==> src/rtl/memory_game_sm_pkg.sv <==
// -----------------------------------------------------------------------------
// memgame_pkg
// Shared definitions for the memory game: the FSM state enum, the LFSR
// feedback tap mask, the default LFSR seed, the starting number of lives,
// and two helper functions (one-hot state decode and LFSR feedback bit).
// No ports. Imported by memgame_lfsr and memory_game_sm.
// -----------------------------------------------------------------------------
package memgame_pkg;

   typedef enum logic [2:0] {
      IDLE = 3'd0,
      SHOW = 3'd1,
      PLAY = 3'd2,
      GOOD = 3'd3,
      FAIL = 3'd4
   } state_e;

   // Fibonacci taps for x^16 + x^14 + x^13 + x^11 + 1 (maximal length),
   // i.e. bits 15, 13, 12 and 10 of the shift register.
   localparam logic [15:0] LFSR_TAPS         = 16'hB400;
   localparam logic [15:0] LFSR_SEED_DEFAULT = 16'hACE1;
   localparam logic [1:0]  LIVES_INIT        = 2'd3;

   // One-hot flag vector ordered {fail-over, good, play, show, idle}.
   function automatic logic [4:0] state_flags(input state_e s);
      logic [4:0] f;
      case (s)
         IDLE:    f = 5'b00001;
         SHOW:    f = 5'b00010;
         PLAY:    f = 5'b00100;
         GOOD:    f = 5'b01000;
         FAIL:    f = 5'b10000;
         default: f = 5'b00001;
      endcase
      return f;
   endfunction

   // XOR of the tapped bits; shifted into bit 0 each cycle.
   function automatic logic lfsr_feedback(input logic [15:0] v);
      return ^(v & LFSR_TAPS);
   endfunction

endpackage

==> src/rtl/memory_game_sm_if.sv <==
// -----------------------------------------------------------------------------
// memory_game_sm_if
// Groups the memory game's button inputs and display outputs.
//   btnU/btnD/btnL/btnR/btnC : debounced single-cycle button pulses
//   X, Y                     : cursor row / column
//   A0..A3                   : target pattern rows (Ak[j] = row k, column j)
//   B0..B3                   : guessed-cell rows, same indexing as A
//   Qi, Ql, Qp, Qg, Qfo      : one-hot state flags idle/show/play/good/fail
//   lives                    : remaining lives (0 when the feature is off)
// Modports: master drives buttons and observes outputs; slave is the game.
// -----------------------------------------------------------------------------
interface memory_game_sm_if;
   logic       btnU, btnD, btnL, btnR, btnC;
   logic [1:0] X, Y;
   logic [3:0] A0, A1, A2, A3;
   logic [3:0] B0, B1, B2, B3;
   logic       Qi, Ql, Qp, Qg, Qfo;
   logic [1:0] lives;

   modport master (
      output btnU, btnD, btnL, btnR, btnC,
      input  X, Y, A0, A1, A2, A3, B0, B1, B2, B3, Qi, Ql, Qp, Qg, Qfo, lives
   );

   modport slave (
      input  btnU, btnD, btnL, btnR, btnC,
      output X, Y, A0, A1, A2, A3, B0, B1, B2, B3, Qi, Ql, Qp, Qg, Qfo, lives
   );
endinterface

==> src/rtl/memory_game_sm_lfsr.sv <==
// -----------------------------------------------------------------------------
// memgame_lfsr
// Free-running 16-bit maximal-length Fibonacci LFSR that advances every
// cycle. A non-zero seed keeps it out of the all-zero lock-up state.
//   clk  : clock
//   rst  : synchronous active-high reset, loads seed
//   seed : reset value (must be non-zero)
//   q    : current register value
// -----------------------------------------------------------------------------
module memgame_lfsr
   import memgame_pkg::*;
(
   input  logic        clk,
   input  logic        rst,
   input  logic [15:0] seed,
   output logic [15:0] q
);
   logic [15:0] q_q;
   logic [15:0] q_d;

   // Shift left, feedback into bit 0.
   always_comb begin
      q_d = {q_q[14:0], lfsr_feedback(q_q)};
   end

   // State register.
   always_ff @(posedge clk) begin
      if (rst) begin
         q_q <= seed;
      end else begin
         q_q <= q_d;
      end
   end

   assign q = q_q;
endmodule

==> src/rtl/memory_game_sm.sv <==
// -----------------------------------------------------------------------------
// memory_game_sm
// 4x4 memory game controller. From idle, btnC latches a random pattern and
// shows it for SHOW_CYCLES clocks; the player then moves a cursor and marks
// cells. Marking every pattern cell wins, marking a non-pattern cell loses
// (or costs a life when MEMGAME_LIVES_EN is defined).
//   clk, rst : clock, synchronous active-high reset
//   bus      : memory_game_sm_if.slave (buttons in; cursor, pattern, guesses,
//              one-hot state flags and lives out; all outputs registered)
// Parameters: SHOW_CYCLES (display duration), LFSR_SEED (non-zero).
// Optional feature macro: MEMGAME_LIVES_EN (three lives instead of one).
// -----------------------------------------------------------------------------
module memory_game_sm
   import memgame_pkg::*;
#(
   parameter int unsigned SHOW_CYCLES = 32'd100000000,
   parameter logic [15:0] LFSR_SEED   = LFSR_SEED_DEFAULT
) (
   input logic             clk,
   input logic             rst,
   memory_game_sm_if.slave bus
);
   state_e      state_q, state_d;
   logic [4:0]  flags_q;
   logic [15:0] a_q, a_d;
   logic [15:0] b_q, b_d;
   logic [1:0]  x_q, x_d;
   logic [1:0]  y_q, y_d;
   logic [31:0] timer_q, timer_d;
   logic [15:0] lfsr_s;
   logic [3:0]  cell_s;
   logic [15:0] b_set_s;
`ifdef MEMGAME_LIVES_EN
   logic [1:0]  lives_q, lives_d;
`endif

   memgame_lfsr u_lfsr (
      .clk  (clk),
      .rst  (rst),
      .seed (LFSR_SEED),
      .q    (lfsr_s)
   );

   // Cell (row X, column Y) lives at bit 4*X+Y of the flattened {A3..A0}.
   assign cell_s  = {x_q, y_q};
   assign b_set_s = b_q | (16'd1 << cell_s);

   // Next-state and datapath logic for the game FSM.
   always_comb begin
      state_d = state_q;
      a_d     = a_q;
      b_d     = b_q;
      x_d     = x_q;
      y_d     = y_q;
      timer_d = timer_q;
`ifdef MEMGAME_LIVES_EN
      lives_d = lives_q;
`endif
      case (state_q)
         IDLE: begin
            if (bus.btnC) begin
               // B mirrors the new pattern for the whole display window.
               a_d     = lfsr_s;
               b_d     = lfsr_s;
               x_d     = 2'd0;
               y_d     = 2'd0;
               timer_d = 32'(SHOW_CYCLES - 32'd1);
`ifdef MEMGAME_LIVES_EN
               lives_d = LIVES_INIT;
`endif
               state_d = SHOW;
            end else begin
               state_d = IDLE;
            end
         end
         SHOW: begin
            if (timer_q == 32'd0) begin
               b_d     = 16'd0;
               state_d = PLAY;
            end else begin
               timer_d = timer_q - 32'd1;
            end
         end
         PLAY: begin
            // One action per cycle: C > U > D > L > R.
            if (bus.btnC) begin
               if (b_q[cell_s]) begin
                  b_d = b_q;
               end else begin
                  b_d = b_set_s;
                  if (a_q[cell_s]) begin
                     if ((a_q & ~b_set_s) == 16'd0) begin
                        state_d = GOOD;
                     end else begin
                        state_d = PLAY;
                     end
                  end else begin
`ifdef MEMGAME_LIVES_EN
                     if (lives_q > 2'd1) begin
                        lives_d = lives_q - 2'd1;
                        state_d = PLAY;
                     end else begin
                        lives_d = 2'd0;
                        state_d = FAIL;
                     end
`else
                     state_d = FAIL;
`endif
                  end
               end
            end else if (bus.btnU) begin
               x_d = x_q - 2'd1;
            end else if (bus.btnD) begin
               x_d = x_q + 2'd1;
            end else if (bus.btnL) begin
               y_d = y_q - 2'd1;
            end else if (bus.btnR) begin
               y_d = y_q + 2'd1;
            end else begin
               x_d = x_q;
            end
         end
         GOOD, FAIL: begin
            if (bus.btnC) begin
               b_d     = 16'd0;
               state_d = IDLE;
            end else begin
               state_d = state_q;
            end
         end
         default: begin
            state_d = IDLE;
         end
      endcase
   end

   // FSM and output registers; flags are registered from the next state so
   // they change on the same edge as the state.
   always_ff @(posedge clk) begin
      if (rst) begin
         state_q <= IDLE;
         flags_q <= state_flags(IDLE);
         a_q     <= 16'd0;
         b_q     <= 16'd0;
         x_q     <= 2'd0;
         y_q     <= 2'd0;
         timer_q <= 32'd0;
      end else begin
         state_q <= state_d;
         flags_q <= state_flags(state_d);
         a_q     <= a_d;
         b_q     <= b_d;
         x_q     <= x_d;
         y_q     <= y_d;
         timer_q <= timer_d;
      end
   end

`ifdef MEMGAME_LIVES_EN
   // Lives counter register.
   always_ff @(posedge clk) begin
      if (rst) begin
         lives_q <= LIVES_INIT;
      end else begin
         lives_q <= lives_d;
      end
   end
   assign bus.lives = lives_q;
`else
   assign bus.lives = 2'd0;
`endif

   assign bus.X   = x_q;
   assign bus.Y   = y_q;
   assign bus.A0  = a_q[3:0];
   assign bus.A1  = a_q[7:4];
   assign bus.A2  = a_q[11:8];
   assign bus.A3  = a_q[15:12];
   assign bus.B0  = b_q[3:0];
   assign bus.B1  = b_q[7:4];
   assign bus.B2  = b_q[11:8];
   assign bus.B3  = b_q[15:12];
   assign bus.Qi  = flags_q[0];
   assign bus.Ql  = flags_q[1];
   assign bus.Qp  = flags_q[2];
   assign bus.Qg  = flags_q[3];
   assign bus.Qfo = flags_q[4];
endmodule
==> src/flat_wrapper.sv <==
// flat-port wrapper written by rule: the top's interface ports become plain ports
module memory_game_sm_flat import memgame_pkg::*;
#(
   parameter int unsigned SHOW_CYCLES = 32'd100000000,
   parameter logic [15:0] LFSR_SEED   = LFSR_SEED_DEFAULT
)
  (clk, rst, bus_btnU, bus_btnD, bus_btnL, bus_btnR, bus_btnC, bus_X, bus_Y, bus_A0, bus_A1, bus_A2, bus_A3, bus_B0, bus_B1, bus_B2, bus_B3, bus_Qi, bus_Ql, bus_Qp, bus_Qg, bus_Qfo, bus_lives);
  memory_game_sm_if bus_i ();
  input logic clk;
  input logic rst;
  input wire logic [$bits(bus_i.btnU)-1:0] bus_btnU;
  input wire logic [$bits(bus_i.btnD)-1:0] bus_btnD;
  input wire logic [$bits(bus_i.btnL)-1:0] bus_btnL;
  input wire logic [$bits(bus_i.btnR)-1:0] bus_btnR;
  input wire logic [$bits(bus_i.btnC)-1:0] bus_btnC;
  output wire logic [$bits(bus_i.X)-1:0] bus_X;
  output wire logic [$bits(bus_i.Y)-1:0] bus_Y;
  output wire logic [$bits(bus_i.A0)-1:0] bus_A0;
  output wire logic [$bits(bus_i.A1)-1:0] bus_A1;
  output wire logic [$bits(bus_i.A2)-1:0] bus_A2;
  output wire logic [$bits(bus_i.A3)-1:0] bus_A3;
  output wire logic [$bits(bus_i.B0)-1:0] bus_B0;
  output wire logic [$bits(bus_i.B1)-1:0] bus_B1;
  output wire logic [$bits(bus_i.B2)-1:0] bus_B2;
  output wire logic [$bits(bus_i.B3)-1:0] bus_B3;
  output wire logic [$bits(bus_i.Qi)-1:0] bus_Qi;
  output wire logic [$bits(bus_i.Ql)-1:0] bus_Ql;
  output wire logic [$bits(bus_i.Qp)-1:0] bus_Qp;
  output wire logic [$bits(bus_i.Qg)-1:0] bus_Qg;
  output wire logic [$bits(bus_i.Qfo)-1:0] bus_Qfo;
  output wire logic [$bits(bus_i.lives)-1:0] bus_lives;
  assign bus_i.btnU = bus_btnU;
  assign bus_i.btnD = bus_btnD;
  assign bus_i.btnL = bus_btnL;
  assign bus_i.btnR = bus_btnR;
  assign bus_i.btnC = bus_btnC;
  assign bus_X = bus_i.X;
  assign bus_Y = bus_i.Y;
  assign bus_A0 = bus_i.A0;
  assign bus_A1 = bus_i.A1;
  assign bus_A2 = bus_i.A2;
  assign bus_A3 = bus_i.A3;
  assign bus_B0 = bus_i.B0;
  assign bus_B1 = bus_i.B1;
  assign bus_B2 = bus_i.B2;
  assign bus_B3 = bus_i.B3;
  assign bus_Qi = bus_i.Qi;
  assign bus_Ql = bus_i.Ql;
  assign bus_Qp = bus_i.Qp;
  assign bus_Qg = bus_i.Qg;
  assign bus_Qfo = bus_i.Qfo;
  assign bus_lives = bus_i.lives;
  memory_game_sm #(.SHOW_CYCLES(SHOW_CYCLES), .LFSR_SEED(LFSR_SEED)) u_core (.clk(clk), .rst(rst), .bus(bus_i));
endmodule
==> config.mk <==
export PLATFORM = sky130hd
export DESIGN_NAME = memory_game_sm_flat
export DESIGN_NICKNAME = d
export VERILOG_FILES = /design/src/rtl/memory_game_sm_pkg.sv /design/src/rtl/memory_game_sm_if.sv /design/src/rtl/memory_game_sm_lfsr.sv /design/src/rtl/memory_game_sm.sv /design/src/flat_wrapper.sv
export SDC_FILE = /design/constraint.sdc
export NUM_CORES = 1
export LEC_CHECK = 0
export ABC_AREA = 1
export ABC_CLOCK_PERIOD_IN_PS = 2100
export CELL_PAD_IN_SITES_DETAIL_PLACEMENT = 0
export CELL_PAD_IN_SITES_GLOBAL_PLACEMENT = 1
export CORE_ASPECT_RATIO = 1.5
export CORE_MARGIN = 1
export CORE_UTILIZATION = 40
export DETAILED_ROUTE_END_ITERATION = 10
export HOLD_SLACK_MARGIN = 0.06
export PLACE_DENSITY = 0.91
export SYNTH_ARGS = -nofsm -noshare
export SYNTH_HDL_FRONTEND = slang
export SYNTH_SLANG_ARGS = --single-unit
==> constraint.sdc <==
create_clock -name clk -period 2.1 [get_ports clk]
set_input_delay 0.315 -clock clk [delete_from_list [all_inputs] [get_ports clk]]
set_output_delay 0.315 -clock clk [all_outputs]
set_load 0.01 [all_outputs]
==> summary.txt <==
Drt
  – DRC viols: 0
  – DR vias: 4961
  – Via/cell ratio: 5.22
  – Final wirelength: 14700 µm
  – Routed WL per cell: 15.4 µm
  – Starting DRT DRC Count: 182
  – DRT Pass-1 Iters: 5
  – Antenna Violating Nets Remaining: 0

Die
  – Starting Density: about two fifths
  – Die height: between 100 and 150 µm
  – Core box area: approximately 0.012 mm²
  – I/O Pins: 50
  – Chip width: 91.6 µm
  – Row count: 48
  – Die Area: about 0.012 mm²

Cells and area
  – Diodes inserted: 0
  – Fin util: 51.0%
  – Finished Cell Area: 0.00591 mm²
  – Layout cell share with drive strength beyond 1: between 10% and 20%
  – Area delta synth->final: 22.9%
  – Final nets: 804
  – Non-Filler Instances: 950

Status
  – Status: completed

STA
  – Hold Violations, Final: 0
  – Setup_tns: 0 ns
  – Fmax: 490 MHz
  – Fin. max-slew vios: 0
  – Worst-Margin Slew: approximately 0.56 ns
  – RSZ-0062 raised after global routing: no
  – Final setup viols: 0
  – Clk_skew: 0.0110 ns
  – Tmin final: 2.04 ns
  – Relative slew slack: 62.4%
  – Fin worst setup slack: ~0.059 ns
  – Fin crit share: between 90% and 100%

Worst setup path
  – Family with the most delay on the worst path: buffers and inverters
  – Setup CP Type: flip-flop to output pin
  – Buf/Inv on CP: 3
  – Critical path's largest stage delay: approximately 0.54 ns
  – Reg2reg end: u_core.flags_q[0]$_SDFF_PP1_
  – Crit-path cells: buf_4, buf_4, clkdlybuf4s50_1
  – Endpoint class of the critical path: output pin
  – Worst path required time: roughly 1.8 ns
  – Crit path launch: u_core.bus.X[0]$_SDFFE_PP0P_
  – Worst R2R Path Depth: 13
  – Crit path depth: 3
  – Crit-path max FO: 7
  – Critical Path Start Type: flip-flop
  – Most frequent cell on the critical path: buf_4
  – R2R Path Start: u_core.bus.Y[1]$_SDFFE_PP0P_
  – Crit-path slowest cell: clkdlybuf4s50_1
  – Worst EP arrival: around 1.7 ns
  – R2r setup slk: about 0.2 ns
  – Worst setup path endpoint: bus_X[0]

Clock tree
  – CTS tree: built
  – Setup bufs post-CTS: 0
  – CTS Hold Bufs: 0
  – Skew-Pair Late Insertion Delay: between 0.3 and 0.4 ns
  – Post-CTS Resized: 0
  – CTS H-tree lvls: 3
  – Inserted Clock Buffers: 9
  – Clock sinks: just over 90
  – Clock transition at path regs: about 0.07 ns
  – Root Buffer: clkbuf_16
  – Maximum root-to-sink buffer count: 2

Logic synthesis
  – Netlist cell types: 32
  – Area leader, netlist: dfxtp_1
  – Mean Syn Cell Area: between 6 and 7 µm²
  – Register area share after synthesis: between 30% and 40%
  – Top area cells in the synthesized netlist: dfxtp_1 38%, nand2_1 11%, nor2_1 9.2%
  – Share of flip-flops with an asynchronous set or reset: 0%
  – Count leader, synth: nand2_1
  – Top post-synthesis cells by count: 141 x nand2_1, 118 x nor2_1, 92 x dfxtp_1
  – Post-synth top area share: a little under two fifths
  – Synthesized instance count: 727
  – Number of synthesized flops with an enable pin: 0
  – Yosys warns: 0
  – Synth Register Bits: 92
  – Main synth FF type: dfxtp_1
  – Post-Syn Area: 0.00481 mm²

Min path
  – Min-delay worst type: flip-flop to flip-flop

Placement
  – RD Place Congestion: roughly 1.0
  – DP Cell Count: roughly 940
  – Placed cell area: between 0.005 and 0.006 mm²
  – Pre-CTS WS: about 0.09 ns
  – Hpwl dp: about 11000 µm
  – # port buffers: 47

GRT
  – Number of global-route vias before repair: roughly 4800
  – First-pass GRT wire length: roughly 23000 µm
  – Grt total ovfl: 0
  – Initial antenna violation count: 0
  – Total GRT Usage: between 20% and 30%
  – Largest net degree at the start of global routing: 37

Power and ir drop
  – Power per Cell Area: roughly 800 mW/mm²
  – VDD IR max: 0.384 mV
  – Static Leak: around 2.6 nW

Job
  – Max Cap Violations: 0
-- worst min-delay path by stage --
| stage | start | end | slack [ns] | depth (start not counted) |
|---|---|---|---|---|
| after global routing | u_core.u_lfsr.q[6]$_SDFF_PP1_ | u_core.u_lfsr.q[7]$_SDFF_PP1_ | 0.45 | 2 |
| after detailed placement | u_core.u_lfsr.q[6]$_SDFF_PP1_ | u_core.u_lfsr.q[7]$_SDFF_PP1_ | 0.42 | 2 |
| after global placement | u_core.u_lfsr.q[6]$_SDFF_PP1_ | u_core.u_lfsr.q[7]$_SDFF_PP1_ | 0.41 | 2 |
| after CTS | u_core.u_lfsr.q[6]$_SDFF_PP1_ | u_core.u_lfsr.q[7]$_SDFF_PP1_ | 0.43 | 2 |
| final | u_core.u_lfsr.q[6]$_SDFF_PP1_ | u_core.u_lfsr.q[7]$_SDFF_PP1_ | 0.44 | 2 |
| after floorplan | u_core.u_lfsr.q[9]$_SDFF_PP0_ | u_core.u_lfsr.q[10]$_SDFF_PP1_ | 0.40 | 2 |
-- stage by stage --
step	power (mW)	hold slack (ns)
floorplan	2.77	0.401
global placement	3.23	0.415
detailed placement	3.24	0.417
CTS	4.79	0.434
global route	5.00	0.454
finish	4.76	0.435
-- layer usage --
metal	GRT usage [%]	up-vias	share of wire (%)
met4	17.4	0	5.5
met3	2.46	44	3.6
met1	25.3	2272	38
met2	45.7	146	53
met5	0	-	0
li1	-	2499	-
-- logic make-up after synthesis --
kind of cell    after synthesis  share of synthesized area, %
compound gates              148                          16.2
xor+xnor                     18                          3.28
fa+ha+maj                     1                         0.260
buf+inv                     107                          9.52
flops                        92                          38.3
other cells                   1                        0.0779
simple gates                360                          32.4
-- tightest hold or removal path: cells and delay by family, from the launching register on --
kind | cells | cell delay, ns
buf+inv | 1 | 0.05
simple gates | 1 | 0.05
flops | 1 | 0.31
-- layout make-up --
type,instances,area (µm²)
multi-input cells,529,2530
flip-flops and latches,92,1840
clock inverters,6,48.8
clock buffers,9,225
fillers,1195,5680
inverters,77,292
well taps,150,188
repair buffers,87,783
-- cells in the final DEF (no fill, tap or decap), drive strengths merged, types with 2 or more instances in the layout --
cell and count:
a31oi 12, clkbuf 9, conb 2, nor3 8, a21oi 58, clkinvlp 3, nand3b 4, nor2 131
nand4 10, nand3 59, o22ai 4, buf 40, o21ai 68, xor2 8, inv 78, clkinv 2
nand2 147, dfxtp 92, xnor2 10, clkdlybuf4s50 47, a211oi 2
-- state kept, by name (all words and copies together) (netlist names) --
register         count
u_core.u_lfsr.q     16
u_core.timer_q      32
u_core.flags_q       5
u_core.b_q          16
u_core.state_q       3
u_core.bus.X         2
u_core.a_q          16
u_core.bus.Y         2
-- where the power goes --
group          switching [mW]  internal [mW]
clock network           0.737          0.806
logic                   0.700          0.482
registers               0.142           1.89
Power figures use the tool's default switching activity.
